`config.mk`:
```
export PLATFORM = sky130hd
export DESIGN_NAME = mod_buzz_sequencer_flat
export DESIGN_NICKNAME = d
export VERILOG_FILES = /design/src/rtl/mod_buzz_sequencer_if.sv /design/src/rtl/mod_buzz_sequencer.sv /design/src/flat_wrapper.sv
export SDC_FILE = /design/constraint.sdc
export NUM_CORES = 1
export LEC_CHECK = 0
export CAP_MARGIN = 5
export CORE_ASPECT_RATIO = 2
export CORE_MARGIN = 2
export CORE_UTILIZATION = 45
export CTS_CLUSTER_DIAMETER = 150
export DETAILED_ROUTE_END_ITERATION = 12
export PLACE_DENSITY = 0.65
export SYNTH_ARGS = -nofsm -noshare
export SYNTH_HDL_FRONTEND = slang
export SYNTH_SLANG_ARGS = --single-unit
export TNS_END_PERCENT = 100
```
`constraint.sdc`:
```
create_clock -name clk_i_1MHz -period 9.3 [get_ports clk_i_1MHz]
set_clock_uncertainty 0.05 [all_clocks]
set_input_delay 0.93 -clock clk_i_1MHz [delete_from_list [all_inputs] [get_ports clk_i_1MHz]]
set_output_delay 0.93 -clock clk_i_1MHz [all_outputs]
set_load 0.01 [all_outputs]
```
`src/rtl/mod_buzz_sequencer_if.sv`:
```
// Request channel into the buzz sequencer.
// Carries one beep pattern (duration, gap, repeat count) per valid/ready handshake.
interface mod_buzz_sequencer_if #(
   parameter int PERIOD_W = 13,
   parameter int GAP_W    = 11,
   parameter int REP_W    = 4
) ();

   logic                req_valid_i;
   logic                req_ready_o;
   logic [PERIOD_W-1:0] req_dur_ms_i;
   logic [GAP_W-1:0]    req_gap_ms_i;
   logic [REP_W-1:0]    req_count_i;

   // Upstream producer of beep requests
   modport master (
      output req_valid_i,
      output req_dur_ms_i,
      output req_gap_ms_i,
      output req_count_i,
      input  req_ready_o
   );

   // The sequencer consuming requests
   modport slave (
      input  req_valid_i,
      input  req_dur_ms_i,
      input  req_gap_ms_i,
      input  req_count_i,
      output req_ready_o
   );

endinterface

```
`src/rtl/mod_buzz_sequencer.sv`:
```
// Upstream driver for mod_buzzer.
// Queues beep requests in a small FIFO. Each request is replayed as trigger pulses to the
// buzzer. The sequencer handshakes on the buzzer's cyc output, and it times a silent gap
// after every beep using a 1 ms tick derived from the 1 MHz clock.
module mod_buzz_sequencer #(
   parameter  int BUZ_PERIOD_MS   = 3000,
   parameter  int GAP_MAX_MS      = 1000,
   parameter  int REP_W           = 4,
   parameter  int FIFO_DEPTH      = 4,
   parameter  int TICK_DIV        = 1000,
   parameter  int TRIG_TIMEOUT_MS = 4,
   localparam int PERIOD_W        = $clog2(BUZ_PERIOD_MS) + 1,
   localparam int GAP_W           = $clog2(GAP_MAX_MS) + 1,
   localparam int LEVEL_W         = $clog2(FIFO_DEPTH) + 1
) (
   input  logic                 clk_i_1MHz,
   input  logic                 rst_i,
   mod_buzz_sequencer_if.slave  req,
   input  logic                 abort_i,
   input  logic                 err_clr_i,
   output logic                 buz_trig_o,
   output logic [PERIOD_W-1:0]  buz_period_ms_o,
   input  logic                 buz_cyc_i,
   output logic                 busy_o,
   output logic [LEVEL_W-1:0]   level_o,
   output logic                 err_o
);

   localparam int ADDR_W  = $clog2(FIFO_DEPTH);
   localparam int PRESC_W = (TICK_DIV > 1) ? $clog2(TICK_DIV) : 1;
   localparam int TMO_W   = $clog2(TRIG_TIMEOUT_MS) + 1;

   localparam logic [PRESC_W-1:0] PRESC_MAX  = PRESC_W'(TICK_DIV - 1);
   localparam logic [TMO_W-1:0]   TMO_MAX    = TMO_W'(TRIG_TIMEOUT_MS);
   localparam logic [LEVEL_W-1:0] LEVEL_FULL = LEVEL_W'(FIFO_DEPTH);

   typedef enum logic [2:0] {
      S_IDLE = 3'd0,
      S_LOAD = 3'd1,
      S_TRIG = 3'd2,
      S_BUSY = 3'd3,
      S_GAP  = 3'd4
   } state_t;

   typedef struct packed {
      logic [PERIOD_W-1:0] dur;
      logic [GAP_W-1:0]    gap;
      logic [REP_W-1:0]    count;
   } entry_t;

   state_t              state_q;
   state_t              state_d;

   logic [PRESC_W-1:0]  presc_q;
   logic                tick;

   entry_t              fifo_mem_q [FIFO_DEPTH];
   logic [ADDR_W:0]     wr_ptr_q;
   logic [ADDR_W:0]     rd_ptr_q;
   logic [LEVEL_W-1:0]  fifo_level;
   logic                fifo_empty;
   logic                fifo_full;
   logic                fifo_push;
   logic                fifo_pop;
   entry_t              fifo_head;
   entry_t              fifo_wdata;

   logic [PERIOD_W-1:0] dur_q;
   logic [GAP_W-1:0]    gap_q;
   logic [REP_W-1:0]    rep_q;
   logic [GAP_W-1:0]    gap_cnt_q;
   logic [TMO_W-1:0]    tmo_cnt_q;
   logic                abort_pend_q;
   logic                err_q;
   logic                tmo_hit;

   // ------------------------------------------------------------------
   // Millisecond tick
   // ------------------------------------------------------------------
   assign tick = (presc_q == PRESC_MAX);

   // Free-running prescaler; never realigned to requests, so the first ms of a gap may be short
   always_ff @(posedge clk_i_1MHz) begin
      if (rst_i) begin
         presc_q <= '0;
      end else if (tick) begin
         presc_q <= '0;
      end else begin
         presc_q <= presc_q + 1'b1;
      end
   end

   // ------------------------------------------------------------------
   // Request FIFO
   // ------------------------------------------------------------------
   assign fifo_level      = wr_ptr_q - rd_ptr_q;
   assign fifo_empty      = (fifo_level == '0);
   assign fifo_full       = (fifo_level == LEVEL_FULL);
   assign req.req_ready_o = !fifo_full && !abort_i && !rst_i;
   assign fifo_push       = req.req_valid_i && req.req_ready_o;
   assign fifo_pop        = (state_q == S_LOAD);
   assign fifo_head       = fifo_mem_q[rd_ptr_q[ADDR_W-1:0]];
   assign fifo_wdata      = '{dur:   req.req_dur_ms_i,
                              gap:   req.req_gap_ms_i,
                              count: req.req_count_i};

   // Pointer update; abort empties the queue by catching the read pointer up to the write pointer
   always_ff @(posedge clk_i_1MHz) begin
      if (rst_i) begin
         wr_ptr_q <= '0;
         rd_ptr_q <= '0;
      end else if (abort_i) begin
         rd_ptr_q <= wr_ptr_q;
      end else begin
         if (fifo_push) begin
            wr_ptr_q <= wr_ptr_q + 1'b1;
         end
         if (fifo_pop) begin
            rd_ptr_q <= rd_ptr_q + 1'b1;
         end
      end
   end

   // Entry storage; the array is not reset because only the pointers define its valid contents
   always_ff @(posedge clk_i_1MHz) begin
      if (fifo_push) begin
         fifo_mem_q[wr_ptr_q[ADDR_W-1:0]] <= fifo_wdata;
      end
   end

   // ------------------------------------------------------------------
   // Sequencer FSM
   // ------------------------------------------------------------------

   // State register
   always_ff @(posedge clk_i_1MHz) begin
      if (rst_i) begin
         state_q <= S_IDLE;
      end else begin
         state_q <= state_d;
      end
   end

   // Next-state logic; abort wins everywhere except BUSY, where the running beep must finish
   always_comb begin
      state_d = state_q;
      tmo_hit = 1'b0;
      case (state_q)
         S_IDLE: begin
            if (!fifo_empty && !abort_i) begin
               state_d = S_LOAD;
            end
         end
         S_LOAD: begin
            if (abort_i || (fifo_head.count == '0)) begin
               state_d = S_IDLE;
            end else begin
               state_d = S_TRIG;
            end
         end
         S_TRIG: begin
            if (abort_i) begin
               state_d = S_IDLE;
            end else if (buz_cyc_i) begin
               state_d = S_BUSY;
            end else if (tmo_cnt_q == TMO_MAX) begin
               tmo_hit = 1'b1;
               state_d = S_IDLE;
            end
         end
         S_BUSY: begin
            if (!buz_cyc_i) begin
               state_d = (abort_pend_q || abort_i) ? S_IDLE : S_GAP;
            end
         end
         S_GAP: begin
            if (abort_i) begin
               state_d = S_IDLE;
            end else if (gap_cnt_q == gap_q) begin
               state_d = (rep_q != '0) ? S_TRIG : S_IDLE;
            end
         end
         default: begin
            state_d = S_IDLE;
         end
      endcase
   end

   // Output logic; the period is presented for as long as the buzzer may be using it
   always_comb begin
      buz_trig_o      = 1'b0;
      buz_period_ms_o = '0;
      case (state_q)
         S_TRIG: begin
            buz_trig_o      = 1'b1;
            buz_period_ms_o = dur_q;
         end
         S_BUSY: begin
            buz_period_ms_o = dur_q;
         end
         default: begin
            buz_trig_o      = 1'b0;
         end
      endcase
   end

   // ------------------------------------------------------------------
   // Per-request working registers
   // ------------------------------------------------------------------

   // Latches the popped entry and runs the repeat, gap and trigger-timeout counters
   always_ff @(posedge clk_i_1MHz) begin
      if (rst_i) begin
         dur_q        <= '0;
         gap_q        <= '0;
         rep_q        <= '0;
         gap_cnt_q    <= '0;
         tmo_cnt_q    <= '0;
         abort_pend_q <= 1'b0;
      end else begin
         case (state_q)
            S_LOAD: begin
               dur_q        <= fifo_head.dur;
               gap_q        <= fifo_head.gap;
               rep_q        <= fifo_head.count;
               tmo_cnt_q    <= '0;
               abort_pend_q <= 1'b0;
            end
            S_TRIG: begin
               if (tick && (tmo_cnt_q != TMO_MAX)) begin
                  tmo_cnt_q <= tmo_cnt_q + 1'b1;
               end
            end
            S_BUSY: begin
               if (abort_i || abort_pend_q) begin
                  rep_q        <= '0;
                  abort_pend_q <= 1'b1;
               end else if (!buz_cyc_i) begin
                  rep_q     <= rep_q - 1'b1;
                  gap_cnt_q <= '0;
               end
            end
            S_GAP: begin
               if (tick) begin
                  gap_cnt_q <= gap_cnt_q + 1'b1;
               end
               if (gap_cnt_q == gap_q) begin
                  tmo_cnt_q <= '0;
               end
            end
            default: begin
               abort_pend_q <= abort_pend_q;
            end
         endcase
      end
   end

   // Sticky trigger-timeout flag; a new timeout beats a simultaneous clear
   always_ff @(posedge clk_i_1MHz) begin
      if (rst_i) begin
         err_q <= 1'b0;
      end else if (tmo_hit) begin
         err_q <= 1'b1;
      end else if (err_clr_i) begin
         err_q <= 1'b0;
      end
   end

   assign err_o   = err_q;
   assign level_o = fifo_level;
   assign busy_o  = (state_q != S_IDLE) || !fifo_empty;

endmodule

```
`src/flat_wrapper.sv`:
```
// flat-port wrapper written by rule: the top's interface ports become plain ports
module mod_buzz_sequencer_flat 
#(
   parameter  int BUZ_PERIOD_MS   = 3000,
   parameter  int GAP_MAX_MS      = 1000,
   parameter  int REP_W           = 4,
   parameter  int FIFO_DEPTH      = 4,
   parameter  int TICK_DIV        = 1000,
   parameter  int TRIG_TIMEOUT_MS = 4,
   localparam int PERIOD_W        = $clog2(BUZ_PERIOD_MS) + 1,
   localparam int GAP_W           = $clog2(GAP_MAX_MS) + 1,
   localparam int LEVEL_W         = $clog2(FIFO_DEPTH) + 1
)
  (clk_i_1MHz, rst_i, abort_i, err_clr_i, buz_trig_o, buz_period_ms_o, buz_cyc_i, busy_o, level_o, err_o, req_req_valid_i, req_req_dur_ms_i, req_req_gap_ms_i, req_req_count_i, req_req_ready_o);
  mod_buzz_sequencer_if #(.PERIOD_W((13)), .GAP_W((11)), .REP_W(REP_W)) req_i ();
  input  logic clk_i_1MHz;
  input  logic rst_i;
  input  logic abort_i;
  input  logic err_clr_i;
  output logic buz_trig_o;
  output logic [PERIOD_W-1:0] buz_period_ms_o;
  input  logic buz_cyc_i;
  output logic busy_o;
  output logic [LEVEL_W-1:0] level_o;
  output logic err_o;
  input wire logic [$bits(req_i.req_valid_i)-1:0] req_req_valid_i;
  input wire logic [$bits(req_i.req_dur_ms_i)-1:0] req_req_dur_ms_i;
  input wire logic [$bits(req_i.req_gap_ms_i)-1:0] req_req_gap_ms_i;
  input wire logic [$bits(req_i.req_count_i)-1:0] req_req_count_i;
  output wire logic [$bits(req_i.req_ready_o)-1:0] req_req_ready_o;
  assign req_i.req_valid_i = req_req_valid_i;
  assign req_i.req_dur_ms_i = req_req_dur_ms_i;
  assign req_i.req_gap_ms_i = req_req_gap_ms_i;
  assign req_i.req_count_i = req_req_count_i;
  assign req_req_ready_o = req_i.req_ready_o;
  mod_buzz_sequencer #(.BUZ_PERIOD_MS(BUZ_PERIOD_MS), .GAP_MAX_MS(GAP_MAX_MS), .REP_W(REP_W), .FIFO_DEPTH(FIFO_DEPTH), .TICK_DIV(TICK_DIV), .TRIG_TIMEOUT_MS(TRIG_TIMEOUT_MS)) u_core (.clk_i_1MHz(clk_i_1MHz), .rst_i(rst_i), .req(req_i), .abort_i(abort_i), .err_clr_i(err_clr_i), .buz_trig_o(buz_trig_o), .buz_period_ms_o(buz_period_ms_o), .buz_cyc_i(buz_cyc_i), .busy_o(busy_o), .level_o(level_o), .err_o(err_o));
endmodule
```
Word-level counts from Yosys, hierarchy flattened
Memories as Yosys holds them, arrays and structs flattened. A register that Yosys moved wholly into a read port is not among the register bits.
Cells that the tools add are included.
Word-level totals
  bits in registers: 63
  memory bits (writable): 112
  input bits: 34
  memories kept: 1
Operators by class
  add/sub/neg operators: 7
  eq/ne operators: 19
  multiplexer cells: 37
  bitwise logic cells: 1
  reductions and logical operators: 30
Memories
  u_core.fifo_mem_q: words 4, width 28, read ports 1, clocked after memory_dff 1, wr ports 1, line mod_buzz_sequencer.sv:57  | entry_t fifo_mem_q [FIFO_DEPTH];
Operators with widths (number)
  $mux W3: 12
  $mux W11: 3
  $pmux W11 S2: 1
  $pmux W3 S5: 1
  $mux W13: 1
  $add A11 B1 Y11 const B: 1
  $eq A11 B11 Y1: 1
  $add A10 B1 Y10 const B: 1
  $eq A10 B10 Y1 const B: 1
  $mux W1: 10
  $ne A2 B1 Y1 const B: 5
  $add A3 B1 Y3 const B: 3
  $eq A3 B3 Y1 const B: 3
  $pmux W3 S3: 1
  $mux W2: 4
  $mux W4: 2
  $pmux W4 S2: 1
  $reduce_and A4 Y1: 2
  $reduce_bool A2 Y1: 4
  $eq A3 B2 Y1 const B: 2
  $logic_not A3 Y1: 2
  $ne A3 B2 Y1 const B: 2
  $reduce_and A2 Y1: 3
  $reduce_bool A3 Y1: 2
  other kinds (15): 26

Longest topological paths before layout
  depth in word-level cells: 8
  mapped depth: 8
  depth with buffers taken out: 8

Worst setup path after synthesis
OpenSTA, ideal clock, no wires.
  path kind: register -> register
  start: register u_core.wr_ptr_q[0]
  end: memory u_core.fifo_mem_q[3][0] (netlist name), enable pin
  arrival time: 2.571 ns
  data required time: 8.861 ns
  slack: 6.290 ns
  cell stages (with the launch flop): 7
  buffers on the path: 0
  clock period less this slack: 3.010 ns
  path through: dfxtp_1 -> inv_1 -> ha_1 -> fa_1 -> xor3_1 -> a2111oi_4 -> and2_1
On the way
  word-level cells in the longest chain between the ends: 8
Ends and longest elaborated chain
  start, declared: line mod_buzz_sequencer.sv:58  | logic [ADDR_W:0] wr_ptr_q;
  start signal, assigned: line mod_buzz_sequencer.sv:116  | wr_ptr_q <= wr_ptr_q + 1'b1;
  $sub A3 B3 Y3: line mod_buzz_sequencer.sv:96  | assign fifo_level = wr_ptr_q - rd_ptr_q;
  net level_o[2]: line flat_wrapper.sv:24  | output logic [LEVEL_W-1:0] level_o;
  $eq A3 B3 Y1: line mod_buzz_sequencer.sv:98  | assign fifo_full = (fifo_level == LEVEL_FULL);
  $logic_not A1 Y1: line mod_buzz_sequencer.sv:99  | assign req.req_ready_o = !fifo_full && !abort_i && !rst_i;
  $logic_and A1 B1 Y1 (2 in series): line mod_buzz_sequencer.sv:99
  $logic_and A1 B1 Y1: line mod_buzz_sequencer.sv:100  | assign fifo_push = req.req_valid_i && req.req_ready_o;
  $mux W1: line mod_buzz_sequencer.sv:126  | if (fifo_push) begin
  $mux W1 (not written as such): line mod_buzz_sequencer.sv:127  | fifo_mem_q[wr_ptr_q[ADDR_W-1:0]] <= fifo_wdata;
  end, declared: line mod_buzz_sequencer.sv:57
The timed path passes the listed nets, and every way through them passes these cells.

Worst setup path in the final report
  start: register u_core.wr_ptr_q[0]
  end: output port busy_o
On the way
  word-level cells in the longest chain between the ends: 4
Ends and longest elaborated chain
  $sub A3 B3 Y3: line mod_buzz_sequencer.sv:96
  $logic_not A3 Y1: line mod_buzz_sequencer.sv:97  | assign fifo_empty = (fifo_level == '0);
  $logic_not A1 Y1: line mod_buzz_sequencer.sv:271  | assign busy_o = (state_q != S_IDLE) || !fifo_empty;
  $logic_or A1 B1 Y1: line mod_buzz_sequencer.sv:271
  end, declared: line flat_wrapper.sv:23  | output logic busy_o;
No other way between the ends.

==> flow_metrics.env <==
export IMPL_drive_gt1_share_pct=12.21
export IMPL_synth_edf_count=112
export IMPL_die_height_um=184.0
export IMPL_synth_cells=547
export IMPL_peakVddDrop_uv=190.6
export IMPL_viasPerCell=5.405
export IMPL_synth_top_area_share_pct=46.14
export IMPL_powerDensity_nw_per_um2=202.6
export IMPL_antenna_cells=0
export IMPL_ant_nets=0
export IMPL_synth_mux_area_share_pct=8.960
export IMPL_cts_sinks=177
export IMPL_synth_xor_area_share_pct=4.051
export IMPL_syn_cell_area_um2=7289
export IMPL_status="complete, no violations"
export IMPL_ys_flop_type="edfxtp_1"
export IMPL_drv_slew=0
export IMPL_cts_resized=0
export IMPL_synthAdderAreaFrac_pct=2.163
export IMPL_boundaryPins=54
export IMPL_crit_chain="inv_1 -> ha_1 -> fa_1 -> xor3_1 -> or4_1 -> clkdlybuf4s50_1"
export IMPL_postCtsSetupRepairBufs=0
export IMPL_max_slew_margin_pct=31.21
export IMPL_rsz0062_at_grt="no"
export IMPL_grt_pass1_vias=4630
export IMPL_finalCritPeriodShare_pct=41.29
export IMPL_final_nets=647
export IMPL_cpMaxStageDelayCell="or4_1"
export IMPL_clk_pin_slew_worst_paths_ns=0.06
export IMPL_num_rows=65
export IMPL_die_w_um=94.00
export IMPL_syn_to_final_growth_pct=18.09
export IMPL_fill_cells=1314
export IMPL_port_buffers=53
export IMPL_grt_max_degree=46
export IMPL_drc_errors=0
export IMPL_path_delay_family="buffers and inverters"
export IMPL_worst_slew_pin_slew_ns=1.032
export IMPL_clk_latency_ns=0.43
export IMPL_synth_top_family_by_area="simple AND/OR/NAND/NOR gates"
export IMPL_worstSetupPathType="register to output port"
export IMPL_tritoncts="yes"
export IMPL_hold_buffers=0
export IMPL_gp_congestion=0.8018
export IMPL_setup_tns_ns=0
export IMPL_core_area_um2=15780
export IMPL_clockBufferDepth=2
export IMPL_synth_seq_area_share_pct=63.99
export IMPL_drt_iter0_markers=181
export IMPL_first_pass_iters=4
export IMPL_vias=4405
export IMPL_totalWireLength_mm=14.60
export IMPL_htreeDepth=4
export IMPL_hp_class="register to register"
export IMPL_antenna_found_initial=0
export IMPL_setup_violations_final=0
export IMPL_grt_pass1_wl_mm=23.54
export IMPL_drt_wirelength_per_cell_um=17.91
export IMPL_synthTopCellsByCount="edfxtp_1, nand2_1, dfxtp_1, a21oi_1, nor2_1"
export IMPL_start_util_pct=46.20
export IMPL_arrival_ns=2.86
export IMPL_pre_cts_ws_ns=5.778
export IMPL_die_area_um2=17290
export IMPL_synth_nets=593
export IMPL_synth_avg_cell_area_um2=13.33
export IMPL_synth_area_top_cells="edfxtp_1, dfxtp_1, mux4_2"
export IMPL_max_freq_mhz=260.5
export IMPL_cts_buffers=17
export IMPL_max_stage_delay_ns=0.51
export IMPL_synth_most_common_cell="edfxtp_1"
export IMPL_synth_simple_gate_area_share_pct=12.08
export IMPL_ys_ff_latch=177
export IMPL_synth_compound_area_share_pct=6.574
export IMPL_worstPathRequired_ns=8.32
export IMPL_finalPower_w=0.001744
export IMPL_globalRouteOverflowTotal=0
export IMPL_root_buffer="clkbuf_16"
export IMPL_drv_cap=0
export IMPL_async_reset_ff_share_pct=0
export IMPL_yosysTopAreaCell="edfxtp_1"
export IMPL_fin_crit_ns=3.840
export IMPL_power_leakage_nw=2.888
export IMPL_synth_distinct_cells=48
export IMPL_fin_ws_ns=5.460
export IMPL_groute_usage_overall_pct=18.01
export IMPL_dp_final_hpwl_mm=9.553
export IMPL_cp_end_kind="output port"
export IMPL_setup_worst_path_start_class="register"
export IMPL_cp_max_fo=5
export IMPL_finalHoldViolations=0
export IMPL_yosys_warnings=0
export IMPL_cp_num_buf_inv=2
==> per-layer routing <==
layer | GRT usage [%] | up-vias | part of all wire (%)
met2 | 33.03 | 93 | 57
li1 | - | 2109 | -
met3 | 4.510 | 20 | 3.3
met4 | 7.188 | 0 | 2.2
met5 | 0 | - | 0
met1 | 19.37 | 2183 | 38
==> report_power, final <==
| part | leakage (nW) | internal, W | switching [W] |
|---|---|---|---|
| sequential | 1.54 | 0.000860 | 0.0000230 |
| clock | 0.274 | 0.000403 | 0.000291 |
| combinational | 1.08 | 0.0000754 | 0.0000909 |
| total | 2.89 | 0.00134 | 0.000405 |
==> registers in the layout, summed over array words and instances (netlist names), named ones only <==
register and count:
u_core.tmo_cnt_q 3, u_core.fifo_mem_q 112, u_core.gap_q 11, u_core.rd_ptr_q 3, u_core.rep_q 4, u_core.gap_cnt_q 11
u_core.wr_ptr_q 3, u_core.abort_pend_q 1, u_core.err_o 1, u_core.state_q 3, u_core.presc_q 10, u_core.dur_q 13
==> layout make-up <==
type                            count  area, µm²  area share (%)
Tap cell                          201      251.5           2.922
Sequential cell                   177       4666           54.20
Clock buffer                       20      446.7           5.189
Timing Repair Buffer               60      583.1           6.773
Multi-Input combinational cell    329       2466           28.65
Inverter                           16      60.06          0.6977
Clock inverter                     12      135.1           1.570
==> tightest hold or removal path, cell delays in order (launching register included) <==
cell	delay, ns
dfxtp_1	0.31
nand2_1	0.05
a21oi_1	0.05
==> logic make-up (layout without fill, tap and decap cells) <==
| family | Yosys count | in the layout |
|---|---|---|
| adders and majority gates | 12 | 12 |
| xor gates and xnor gates | 32 | 32 |
| AOI/OAI and AO/OA | 74 | 74 |
| buffers and inverters | 41 | 108 |
| muxes | 30 | 30 |
| DFF | 177 | 177 |
| and+or+nand+nor | 181 | 181 |
==> cell usage in the layout, fill, tap and decap left out, drive strengths merged, types with 4 or more instances in the layout <==
cell and n:
buf 7, nor2b 4, xnor2 15, clkdlybuf4s50 53
o21ai 6, nand2 67, ha 11, clkinv 6
edfxtp 112, nand4 5, mux4 28, inv 17
nand3 16, nor4 5, dfxtp 65, a21oi 45
a211oi 7, clkbuf 20, or4 4, and2 19
nand2b 6, xor2 16, nor2 37
==> through the flow <==
| stage | instance area [µm²] | hold slack, ns | instances | utilization, % |
|---|---|---|---|---|
| final | 8608 | 0.4051 | 815 | 54.56 |
| after CTS | 8608 | 0.4081 | 815 | 54.56 |
| after global routing | 8608 | 0.4274 | 815 | 54.56 |
| after floorplan | 7289 | 0.3799 | 547 | - |
| after detailed placement | 8026 | 0.3985 | 783 | 50.87 |
| after global placement | 8026 | 0.3884 | 783 | 50.87 |
==> final timing paths <==
path	from	endpoint	slack [ns]	cells after the start
setup / recovery	u_core.wr_ptr_q[0]	busy_o	5.46	6
hold / removal	u_core.dur_q[12]	u_core.dur_q[12]	0.41	2
setup reg to reg	u_core.state_q[1]	u_core.gap_cnt_q[8]	6.21	5
hold reg to reg	u_core.dur_q[12]	u_core.dur_q[12]	0.41	2
No activity file was read; power rests on OpenSTA's default activity.
